`src/rtl/wren_other_arbiter_if.sv`:
```
// Request/grant bundle between the accelerators and the write-enable arbiter.
// The master side is the accelerator pool; the slave side is the arbiter.
interface wren_other_arbiter_if #(
    parameter int REQ_COUNT         = 4,
    parameter int REQ_ADDR_WIDTH    = 2,
    parameter int THREAD_ADDR_WIDTH = 3
);
    logic [REQ_COUNT-1:0]         req;
    logic [2*REQ_COUNT-1:0]       req_target;
    logic [REQ_COUNT-1:0]         grant;
    logic                         grant_valid;
    logic [REQ_ADDR_WIDTH-1:0]    grant_id;
    logic [THREAD_ADDR_WIDTH-1:0] slot;
    logic                         round_start;
    logic                         I_wren_other;
    logic                         A_wren_other;
    logic                         B_wren_other;

    modport master (
        output req, req_target,
        input  grant, grant_valid, grant_id, slot, round_start,
        input  I_wren_other, A_wren_other, B_wren_other
    );

    modport slave (
        input  req, req_target,
        output grant, grant_valid, grant_id, slot, round_start,
        output I_wren_other, A_wren_other, B_wren_other
    );
endinterface

```
`src/rtl/wren_other_arbiter.sv`:
```
// Round-robin arbiter for the Scalar core's I/A/B external write enables.
// Grants begin and end only on thread-round boundaries (slot wrap), so an
// accelerator always owns whole rounds of every thread.
module wren_other_arbiter #(
    parameter int REQ_COUNT         = 4,
    parameter int REQ_ADDR_WIDTH    = 2,
    parameter int THREAD_COUNT      = 8,
    parameter int THREAD_ADDR_WIDTH = 3,
    parameter int HOLD_ROUNDS       = 1
) (
    input  logic                 clock,
    input  logic                 reset,
    wren_other_arbiter_if.slave  bus
);
    localparam int RL_WIDTH = $clog2(HOLD_ROUNDS + 1);
    localparam logic [THREAD_ADDR_WIDTH-1:0] SLOT_LAST = THREAD_ADDR_WIDTH'(THREAD_COUNT - 1);
    localparam logic [RL_WIDTH-1:0]          RL_INIT   = RL_WIDTH'(HOLD_ROUNDS);
    localparam logic [RL_WIDTH-1:0]          RL_ONE    = RL_WIDTH'(1);
    localparam logic [1:0] TGT_I    = 2'd0;
    localparam logic [1:0] TGT_A    = 2'd1;
    localparam logic [1:0] TGT_B    = 2'd2;
    localparam logic [1:0] TGT_NONE = 2'd3;

    typedef enum logic {ST_IDLE, ST_GRANT} state_t;

    state_t                       state_reg, state_next;
    logic [THREAD_ADDR_WIDTH-1:0] slot_reg, slot_next;
    logic [REQ_ADDR_WIDTH-1:0]    gid_reg, gid_next;
    logic [REQ_ADDR_WIDTH-1:0]    ptr_reg, ptr_next;
    logic [1:0]                   tgt_reg, tgt_next;
    logic [RL_WIDTH-1:0]          rl_reg, rl_next;
    logic                         i_wren_reg, i_wren_next;
    logic                         a_wren_reg, a_wren_next;
    logic                         b_wren_reg, b_wren_next;

    logic [REQ_COUNT-1:0]         eligible;
    logic [1:0]                   target [REQ_COUNT];
    logic                         win_found;
    logic [REQ_ADDR_WIDTH-1:0]    win_id;
    logic                         arb_point;

    // Per-requester target decode; target 3 makes a request invisible.
    generate
        for (genvar gi = 0; gi < REQ_COUNT; gi++) begin : g_req
            assign target[gi]   = bus.req_target[2*gi +: 2];
            assign eligible[gi] = bus.req[gi] && (target[gi] != TGT_NONE);
        end
    endgenerate

    assign arb_point = (slot_reg == SLOT_LAST);

    // Rotating search: first eligible requester at or after the pointer.
    always_comb begin
        logic [REQ_ADDR_WIDTH-1:0] idx;
        idx       = '0;
        win_found = 1'b0;
        win_id    = '0;
        for (int i = 0; i < REQ_COUNT; i++) begin
            idx = REQ_ADDR_WIDTH'((int'(ptr_reg) + i) % REQ_COUNT);
            if (!win_found && eligible[idx]) begin
                win_found = 1'b1;
                win_id    = idx;
            end
        end
    end

    // State register: FSM state, slot counter, latched grant and enables.
    always_ff @(posedge clock) begin
        if (reset) begin
            state_reg  <= ST_IDLE;
            slot_reg   <= '0;
            gid_reg    <= '0;
            ptr_reg    <= '0;
            tgt_reg    <= TGT_I;
            rl_reg     <= '0;
            i_wren_reg <= 1'b0;
            a_wren_reg <= 1'b0;
            b_wren_reg <= 1'b0;
        end else begin
            state_reg  <= state_next;
            slot_reg   <= slot_next;
            gid_reg    <= gid_next;
            ptr_reg    <= ptr_next;
            tgt_reg    <= tgt_next;
            rl_reg     <= rl_next;
            i_wren_reg <= i_wren_next;
            a_wren_reg <= a_wren_next;
            b_wren_reg <= b_wren_next;
        end
    end

    // Next state: decisions happen only at the last slot of a round; the
    // enables are precomputed from the post-edge grant and the live request.
    always_comb begin
        state_next = state_reg;
        gid_next   = gid_reg;
        ptr_next   = ptr_reg;
        tgt_next   = tgt_reg;
        rl_next    = rl_reg;
        slot_next  = arb_point ? '0 : slot_reg + 1'b1;

        if (arb_point) begin
            if (state_reg == ST_GRANT && bus.req[gid_reg] && rl_reg > RL_ONE) begin
                // Holder keeps the bus for another round.
                rl_next = rl_reg - RL_ONE;
            end else if (win_found) begin
                // Pointer already sits past the holder, so the holder only
                // wins again when nobody else is eligible.
                state_next = ST_GRANT;
                gid_next   = win_id;
                tgt_next   = target[win_id];
                rl_next    = RL_INIT;
                ptr_next   = REQ_ADDR_WIDTH'((int'(win_id) + 1) % REQ_COUNT);
            end else begin
                state_next = ST_IDLE;
                gid_next   = '0;
            end
        end

        i_wren_next = (state_next == ST_GRANT) && bus.req[gid_next] && (tgt_next == TGT_I);
        a_wren_next = (state_next == ST_GRANT) && bus.req[gid_next] && (tgt_next == TGT_A);
        b_wren_next = (state_next == ST_GRANT) && bus.req[gid_next] && (tgt_next == TGT_B);
    end

    // Outputs: decoded purely from registers, no input-to-output path.
    always_comb begin
        bus.grant        = '0;
        bus.grant_valid  = (state_reg == ST_GRANT);
        bus.grant_id     = gid_reg;
        if (state_reg == ST_GRANT) begin
            bus.grant[gid_reg] = 1'b1;
        end
        bus.slot         = slot_reg;
        bus.round_start  = (slot_reg == '0);
        bus.I_wren_other = i_wren_reg;
        bus.A_wren_other = a_wren_reg;
        bus.B_wren_other = b_wren_reg;
    end
endmodule
```
`src/flat_wrapper.sv`:
```
// flat-port wrapper written by rule: the top's interface ports become plain ports
module wren_other_arbiter_flat 
#(
    parameter int REQ_COUNT         = 4,
    parameter int REQ_ADDR_WIDTH    = 2,
    parameter int THREAD_COUNT      = 8,
    parameter int THREAD_ADDR_WIDTH = 3,
    parameter int HOLD_ROUNDS       = 1
)
  (clock, reset, bus_req, bus_req_target, bus_grant, bus_grant_valid, bus_grant_id, bus_slot, bus_round_start, bus_I_wren_other, bus_A_wren_other, bus_B_wren_other);
  wren_other_arbiter_if #(.REQ_COUNT(REQ_COUNT), .REQ_ADDR_WIDTH(REQ_ADDR_WIDTH), .THREAD_ADDR_WIDTH(THREAD_ADDR_WIDTH)) bus_i ();
  input  logic clock;
  input  logic reset;
  input wire logic [$bits(bus_i.req)-1:0] bus_req;
  input wire logic [$bits(bus_i.req_target)-1:0] bus_req_target;
  output wire logic [$bits(bus_i.grant)-1:0] bus_grant;
  output wire logic [$bits(bus_i.grant_valid)-1:0] bus_grant_valid;
  output wire logic [$bits(bus_i.grant_id)-1:0] bus_grant_id;
  output wire logic [$bits(bus_i.slot)-1:0] bus_slot;
  output wire logic [$bits(bus_i.round_start)-1:0] bus_round_start;
  output wire logic [$bits(bus_i.I_wren_other)-1:0] bus_I_wren_other;
  output wire logic [$bits(bus_i.A_wren_other)-1:0] bus_A_wren_other;
  output wire logic [$bits(bus_i.B_wren_other)-1:0] bus_B_wren_other;
  assign bus_i.req = bus_req;
  assign bus_i.req_target = bus_req_target;
  assign bus_grant = bus_i.grant;
  assign bus_grant_valid = bus_i.grant_valid;
  assign bus_grant_id = bus_i.grant_id;
  assign bus_slot = bus_i.slot;
  assign bus_round_start = bus_i.round_start;
  assign bus_I_wren_other = bus_i.I_wren_other;
  assign bus_A_wren_other = bus_i.A_wren_other;
  assign bus_B_wren_other = bus_i.B_wren_other;
  wren_other_arbiter #(.REQ_COUNT(REQ_COUNT), .REQ_ADDR_WIDTH(REQ_ADDR_WIDTH), .THREAD_COUNT(THREAD_COUNT), .THREAD_ADDR_WIDTH(THREAD_ADDR_WIDTH), .HOLD_ROUNDS(HOLD_ROUNDS)) u_core (.clock(clock), .reset(reset), .bus(bus_i));
endmodule
```
`config.mk`:
```
export PLATFORM = sky130hd
export DESIGN_NAME = wren_other_arbiter_flat
export DESIGN_NICKNAME = d
export VERILOG_FILES = /design/src/rtl/wren_other_arbiter_if.sv /design/src/rtl/wren_other_arbiter.sv /design/src/flat_wrapper.sv
export SDC_FILE = /design/constraint.sdc
export NUM_CORES = 1
export LEC_CHECK = 0
export ABC_AREA = 1
export CAP_MARGIN = 10
export CORE_MARGIN = 3
export CORE_UTILIZATION = 48
export CTS_BUF_LIST = sky130_fd_sc_hd__clkbuf_8 sky130_fd_sc_hd__clkbuf_16
export CTS_CLUSTER_SIZE = 25
export DETAILED_ROUTE_END_ITERATION = 8
export PLACE_DENSITY = 0.79
export REMOVE_ABC_BUFFERS = 1
export SLEW_MARGIN = 25
export SYNTH_ARGS = -nofsm -noshare
export SYNTH_HDL_FRONTEND = slang
export SYNTH_SLANG_ARGS = --single-unit
export TNS_END_PERCENT = 5
```
`constraint.sdc`:
```
create_clock -name clock -period 2.08 [get_ports clock]
set_clock_uncertainty 0.05 [all_clocks]
set_input_delay 0.416 -clock clock [delete_from_list [all_inputs] [get_ports clock]]
set_output_delay 0.416 -clock clock [all_outputs]
set_load 0.005 [all_outputs]
```
==> results of run 1 <==
per-layer routing:
layer | part of all wire [%] | wire [µm] | track usage [%] | vias up
met5 | 0 | 0 | 0 | -
li1 | - | - | - | 606
met2 | 56 | 1760 | 45.0 | 50
met4 | 0 | 0 | 6.38 | 0
met1 | 39 | 1210 | 24.2 | 588
met3 | 5.1 | 160 | 4.27 | 0
critical path: stages, from the launching register on:
cell	delay (ns)
dfxtp_4	0.39
inv_6	0.10
nand2_1	0.05
nand2_1	0.11
nand3_2	0.11
nand2_4	0.13
nor2_2	0.06
nor2_1	0.12
nand2_2	0.13
nand2_4	0.12
nand2_1	0.07
nand3_1	0.10
nand3_2	0.07
nand2_2	0.11
nand3_2	0.09
nor2_1	0.10
layout by cell type (no fill, tap or decap), drive strengths merged:
| master | n |
|---|---|
| nand2 | 52 |
| inv | 31 |
| nand3 | 29 |
| nor2 | 20 |
| clkdlybuf4s50 | 15 |
| buf | 15 |
| dfxtp | 13 |
| dlymetal6s2s | 8 |
| nor3 | 4 |
| dlygate4sd2 | 4 |
| ha | 3 |
| clkbuf | 3 |
| a21oi | 3 |
| o21ai | 3 |
| nand4 | 2 |
| nand3b | 2 |
| or2 | 1 |
| o221ai | 1 |
repair_timing:
action,4_1_cts,5_1_grt
pin swaps,6,17
setup endpoints to repair,5,8
gates resized for setup,15,31
buffers inserted,0,2
worst min-delay path by stage:
stage / start / to / cells after the start / slack, ns
6_report: u_core.bus.slot[0]$_SDFF_PP0_ / u_core.bus.slot[0]$_SDFF_PP0_ / 1 / 0.42
5_1_grt: u_core.bus.slot[0]$_SDFF_PP0_ / u_core.bus.slot[0]$_SDFF_PP0_ / 1 / 0.47
4_1_cts: u_core.bus.slot[0]$_SDFF_PP0_ / u_core.bus.slot[0]$_SDFF_PP0_ / 1 / 0.42
3_5_place_dp: u_core.bus.slot[0]$_SDFF_PP0_ / u_core.bus.slot[0]$_SDFF_PP0_ / 1 / 0.41
3_3_place_gp: u_core.bus.slot[0]$_SDFF_PP0_ / u_core.bus.slot[0]$_SDFF_PP0_ / 1 / 0.39
2_1_floorplan: u_core.bus.slot[0]$_SDFF_PP0_ / u_core.bus.slot[0]$_SDFF_PP0_ / 1 / 0.39
power breakdown:
group | internal (mW) | switching, mW
logic | 0.0831 | 0.105
registers | 0.254 | 0.00482
clock network | 0.130 | 0.0916
total | 0.467 | 0.202
synthesized netlist by cell type (2+ instances only):
| cell | n | share of area (%) |
|---|---|---|
| nand3_2 | 10 | 9.6 |
| nor3_1 | 4 | 1.9 |
| ha_1 | 3 | 3.6 |
| nand2_2 | 5 | 3.0 |
| nand2_4 | 4 | 4.3 |
| o21ai_0 | 2 | 0.96 |
| nand4_1 | 2 | 1.2 |
| a21oi_1 | 2 | 0.96 |
| inv_2 | 2 | 0.72 |
| nor2_1 | 17 | 6.1 |
| nor2_2 | 3 | 1.8 |
| inv_1 | 27 | 9.7 |
| nand2_1 | 43 | 15 |
| nand3_1 | 19 | 9.1 |
| dfxtp_1 | 13 | 25 |
| nand3b_1 | 2 | 1.4 |
per-stage QoR:
step,std cells,hold slack [ns]
2_1_floorplan,163,0.394
3_3_place_gp,230,0.389
3_5_place_dp,230,0.411
4_1_cts,234,0.424
5_1_grt,236,0.469
6_report,236,0.419
logic make-up (layout without fill, tap and decap cells):
family | after synthesis | after routing
adders and majority gates | 3 | 3
AOI/OAI and AO/OA | 7 | 7
buffers and inverters | 31 | 76
and+or+nand+nor | 110 | 110
DFF | 13 | 13
cell type report:
type	instances	area, µm²
clock buffers	3	41.3
fillers	126	367
flip-flops and latches	13	265
clock inverters	1	3.75
repair buffers	42	398
inverters	30	120
multi-input cells	120	773
well taps	27	33.8
==> results.toml, run 1 <==
[outcome]
outcome = "completed"

[synthesis]
synthMuxAreaShare_pct = 0
ys_seq_area_share_pct = 25.0
synth_top_family_by_area = "simple AND/OR/NAND/NOR gates"
postSynthAreaPerCell_um2 = 6.36
synth_adder_area_share_pct = 3.60
synth-edff-count = 0
synthesis.area_um2 = 1040
synth_compound_gate_area_share_pct = 4.44
dominantRegCellSynth = "dfxtp_1"
synthXorXnorAreaFrac_pct = 0
ys_warn_count = 0
synth-seq-cells = 13
yosys.area_share.simple_pct = 54.6
ys_types = 22
syn_inst = 164
synth-async-reset-ratio_pct = 0

[detailed_routing]
drtIter0Drc = 30
route.detailed.drc = 0
routed_wl_um = 3140
first_pass_iters = 6
vias = 1244
wl_per_cell_um = 13.3
drtAntennaViolNets = 0
viasPerCell = 5.27

[timing]
max_freq_ghz = 0.506
setup_ws_ns = 0.105
finalSetupTns_ns = 0
hold_viol = 0
maxSlewViolCount = 0
period_needed_ns = 1.98
setup_violations = 0
timing.final.crit_share_pct = 95.0
worst_pin_slew_ns = 0.327
maxSlewHeadroom_pct = 78.2

[setup_path]
r2r-start = "u_core.ptr_reg[0]$_SDFFE_PP0P_"
crit_type = "register to register"
cp-start-kind = "register"
reg2reg_depth = 15
critPathMaxFanout = 8
cp.required_ns = 2.21
ff2ff_setup_slack_ns = 0.10
reg2reg_to = "u_core.bus.I_wren_other$_SDFF_PP0_"
critPathCapture = "u_core.bus.I_wren_other$_SDFF_PP0_"
cp-startpoint = "u_core.ptr_reg[0]$_SDFFE_PP0P_"
cp.arrival_ns = 2.11
crit_path_end_kind = "register"

[cells_and_area]
final_cell_area_um2 = 1640
largest_reg_flops = 3
layout-drive-gt1-share_pct = 34.4
diodes = 0
syn_to_final_growth_pct = 56.9
fin_util_pct = 81.7
nets = 227

[worst_hold_path]
hold_path.class = "register to register"

[cts]
htree_levels = 1
cts_tree = "yes"
numCtsBuffers = 3
path_clk_slew_ns = 0.06
clock_path_buffers = 2
root_buffer = "clkbuf_8"
hold_buffers = 0
clkSinkCount = 13
clock_latency_ns = 0.24

[global_routing]
overflow = 0
gr-usage-all-layers_pct = 22.9
grt_pass1_wl_um = 4770
antenna_found_initial = 0
grt_max_degree = 10
grt_pass1_vias = 1174

[floorplan]
core_area_um2 = 2000
fp-row-count = 16
start_util_pct = 52.1
die_h_um = 52.6
die_w_um = 52.6
ios = 28
die_area_um2 = 2770

[place]
gp_congestion = 0.957
dp_slack_ns = -0.312
placed_area_um2 = 1430
dp.final_hpwl_um = 2260
port_buffers = 27

[power_and_ir_drop]
total_power_mw = 0.669
power_density_nw_per_um2 = 409
p_leak_nw = 0.852
ir_worst_vdd_v = 0.000312

[flow_run]
maxCapViolCount = 0
(Power assumes the default switching activity.)
==> run 2, diff against run 1 <==
- CAP_MARGIN: 10 -> 20
- SKIP_CTS_REPAIR_TIMING: not set -> 1
==> results.toml, run 2 (synthesis results as in run 1) <==
[outcome]
outcome = "completed"

[cts]
htree_levels = 1
clock_path_buffers = 2
cts_tree = "yes"
numCtsBuffers = 3
clkSinkCount = 13
path_clk_slew_ns = 0.06
clock_latency_ns = 0.25
root_buffer = "clkbuf_8"

[setup_path]
reg2reg_depth = 15
crit_type = "register to register"
cp.arrival_ns = 2.06
cp.required_ns = 2.22
crit_path_end_kind = "register"
critPathMaxFanout = 9
cp-start-kind = "register"

[floorplan]
fp-row-count = 16
die_h_um = 52.6
ios = 28
die_area_um2 = 2770
core_area_um2 = 2000
die_w_um = 52.6
start_util_pct = 52.1

[cells_and_area]
register_area_um2 = 265
mostFrequentLayoutCells = "31 x nand2_1, 28 x inv_1, 17 x nand2_2"
fillers = 131
largest_reg_flops = 3
final_cell_area_um2 = 1590
layout-drive-gt1-share_pct = 30.4
final_common_cell = "nand2_1"
multiInputGateArea_um2 = 728
diodes = 0
nets = 225
syn_to_final_growth_pct = 52.6

[timing]
maxSlewViolCount = 0
max_freq_ghz = 0.519
timing.final.crit_share_pct = 92.6
maxSlewHeadroom_pct = 76.9
period_needed_ns = 1.93
setup_violations = 0
worst_pin_slew_ns = 0.346
hold_viol = 0

[detailed_routing]
met3_length_um = 125
first_pass_iters = 4
wl_per_cell_um = 12.7
viasPerCell = 5.25
drtIter0Drc = 51
met1Wirelength_um = 1210
met2WireLength_um = 1610
top_layer_used = "met4"
drtAntennaViolNets = 0
vias = 1228
routed_wl_um = 2980
route.detailed.drc = 0

[worst_hold_path]
hold_path.class = "register to register"
whs_path_depth = 1

[global_routing]
antenna_found_initial = 0
overflow = 0
gr-usage-all-layers_pct = 21.8
grt_max_degree = 10
grt_pass1_vias = 1148
grt_pass1_wl_um = 4520

[place]
gp_congestion = 0.957
port_buffers = 27
placed_area_um2 = 1430
dp.final_hpwl_um = 2260

[flow_run]
maxCapViolCount = 0

[power_and_ir_drop]
ir_worst_vdd_v = 0.000257
p_leak_nw = 0.866
total_power_mw = 0.667
power_density_nw_per_um2 = 420
-- run 2: cell count changes in the layout (fill, tap and decap cells not counted), sizes merged --
cell / change
dlygate4sd2: -4
dlymetal6s2s: +4
buf: -2
-- run 2: worst max-delay path, stage by stage (launching register included) --
cell and delay, ns:
dfxtp_4 0.40, inv_6 0.10, nand2_1 0.05, nand2_1 0.10, nand3_2 0.10, nand2_4 0.10
nor2_1 0.06, nor2_1 0.12, nand2_2 0.12, nand2_4 0.13, nand2_1 0.07, nand3_1 0.08
nand3_2 0.11, nor2_4 0.12, nand2_1 0.06, nor2_1 0.08
-- run 2: report_power, final --
group          switching (mW)  leakage (nW)  total, mW  internal [mW]
clock network          0.0981        0.0269      0.229          0.131
registers             0.00491         0.107      0.259          0.254
logic                  0.0971         0.733      0.180         0.0826
total                   0.200         0.866      0.667          0.467
-- run 2: worst paths after layout --
kind | startpoint | to | slack (ns)
setup / recovery | u_core.ptr_reg[0]$_SDFFE_PP0P_ | u_core.bus.A_wren_other$_SDFF_PP0_ | 0.15
hold reg to reg | u_core.bus.slot[0]$_SDFF_PP0_ | u_core.bus.slot[0]$_SDFF_PP0_ | 0.42
hold / removal | u_core.bus.slot[0]$_SDFF_PP0_ | u_core.bus.slot[0]$_SDFF_PP0_ | 0.42
setup reg to reg | u_core.ptr_reg[0]$_SDFFE_PP0P_ | u_core.bus.A_wren_other$_SDFF_PP0_ | 0.15
-- run 2: area by class of cell --
class	instances	area share [%]
clock buffer	3	2.60
clock inverter	1	0.236
inverter	30	7.55
multi-input combinational	120	45.8
sequential	13	16.7
tap	27	2.12
timing repair buffer	40	25.0
-- run 2: layer usage --
| metal | up-vias | global-route usage (%) |
|---|---|---|
| met2 | 35 | 42.1 |
| met1 | 586 | 22.8 |
| met5 | - | 0 |
| met4 | 0 | 7.66 |
| met3 | 6 | 4.27 |
| li1 | 601 | - |
-- run 2: through the flow --
| stage | utilization [%] | worst slack [ns] | setup TNS (ns) | instances | hold WS, ns |
|---|---|---|---|---|---|
| after floorplan | - | 0.242 | 0 | 163 | 0.394 |
| after global placement | 71.6 | -0.287 | -2.07 | 230 | 0.389 |
| after detailed placement | 71.6 | -0.312 | -2.27 | 230 | 0.411 |
| after CTS | 73.8 | -0.0789 | -0.255 | 234 | 0.424 |
| after global routing | 79.4 | -0.00655 | -0.00655 | 234 | 0.469 |
| final | 79.4 | 0.155 | 0 | 234 | 0.419 |
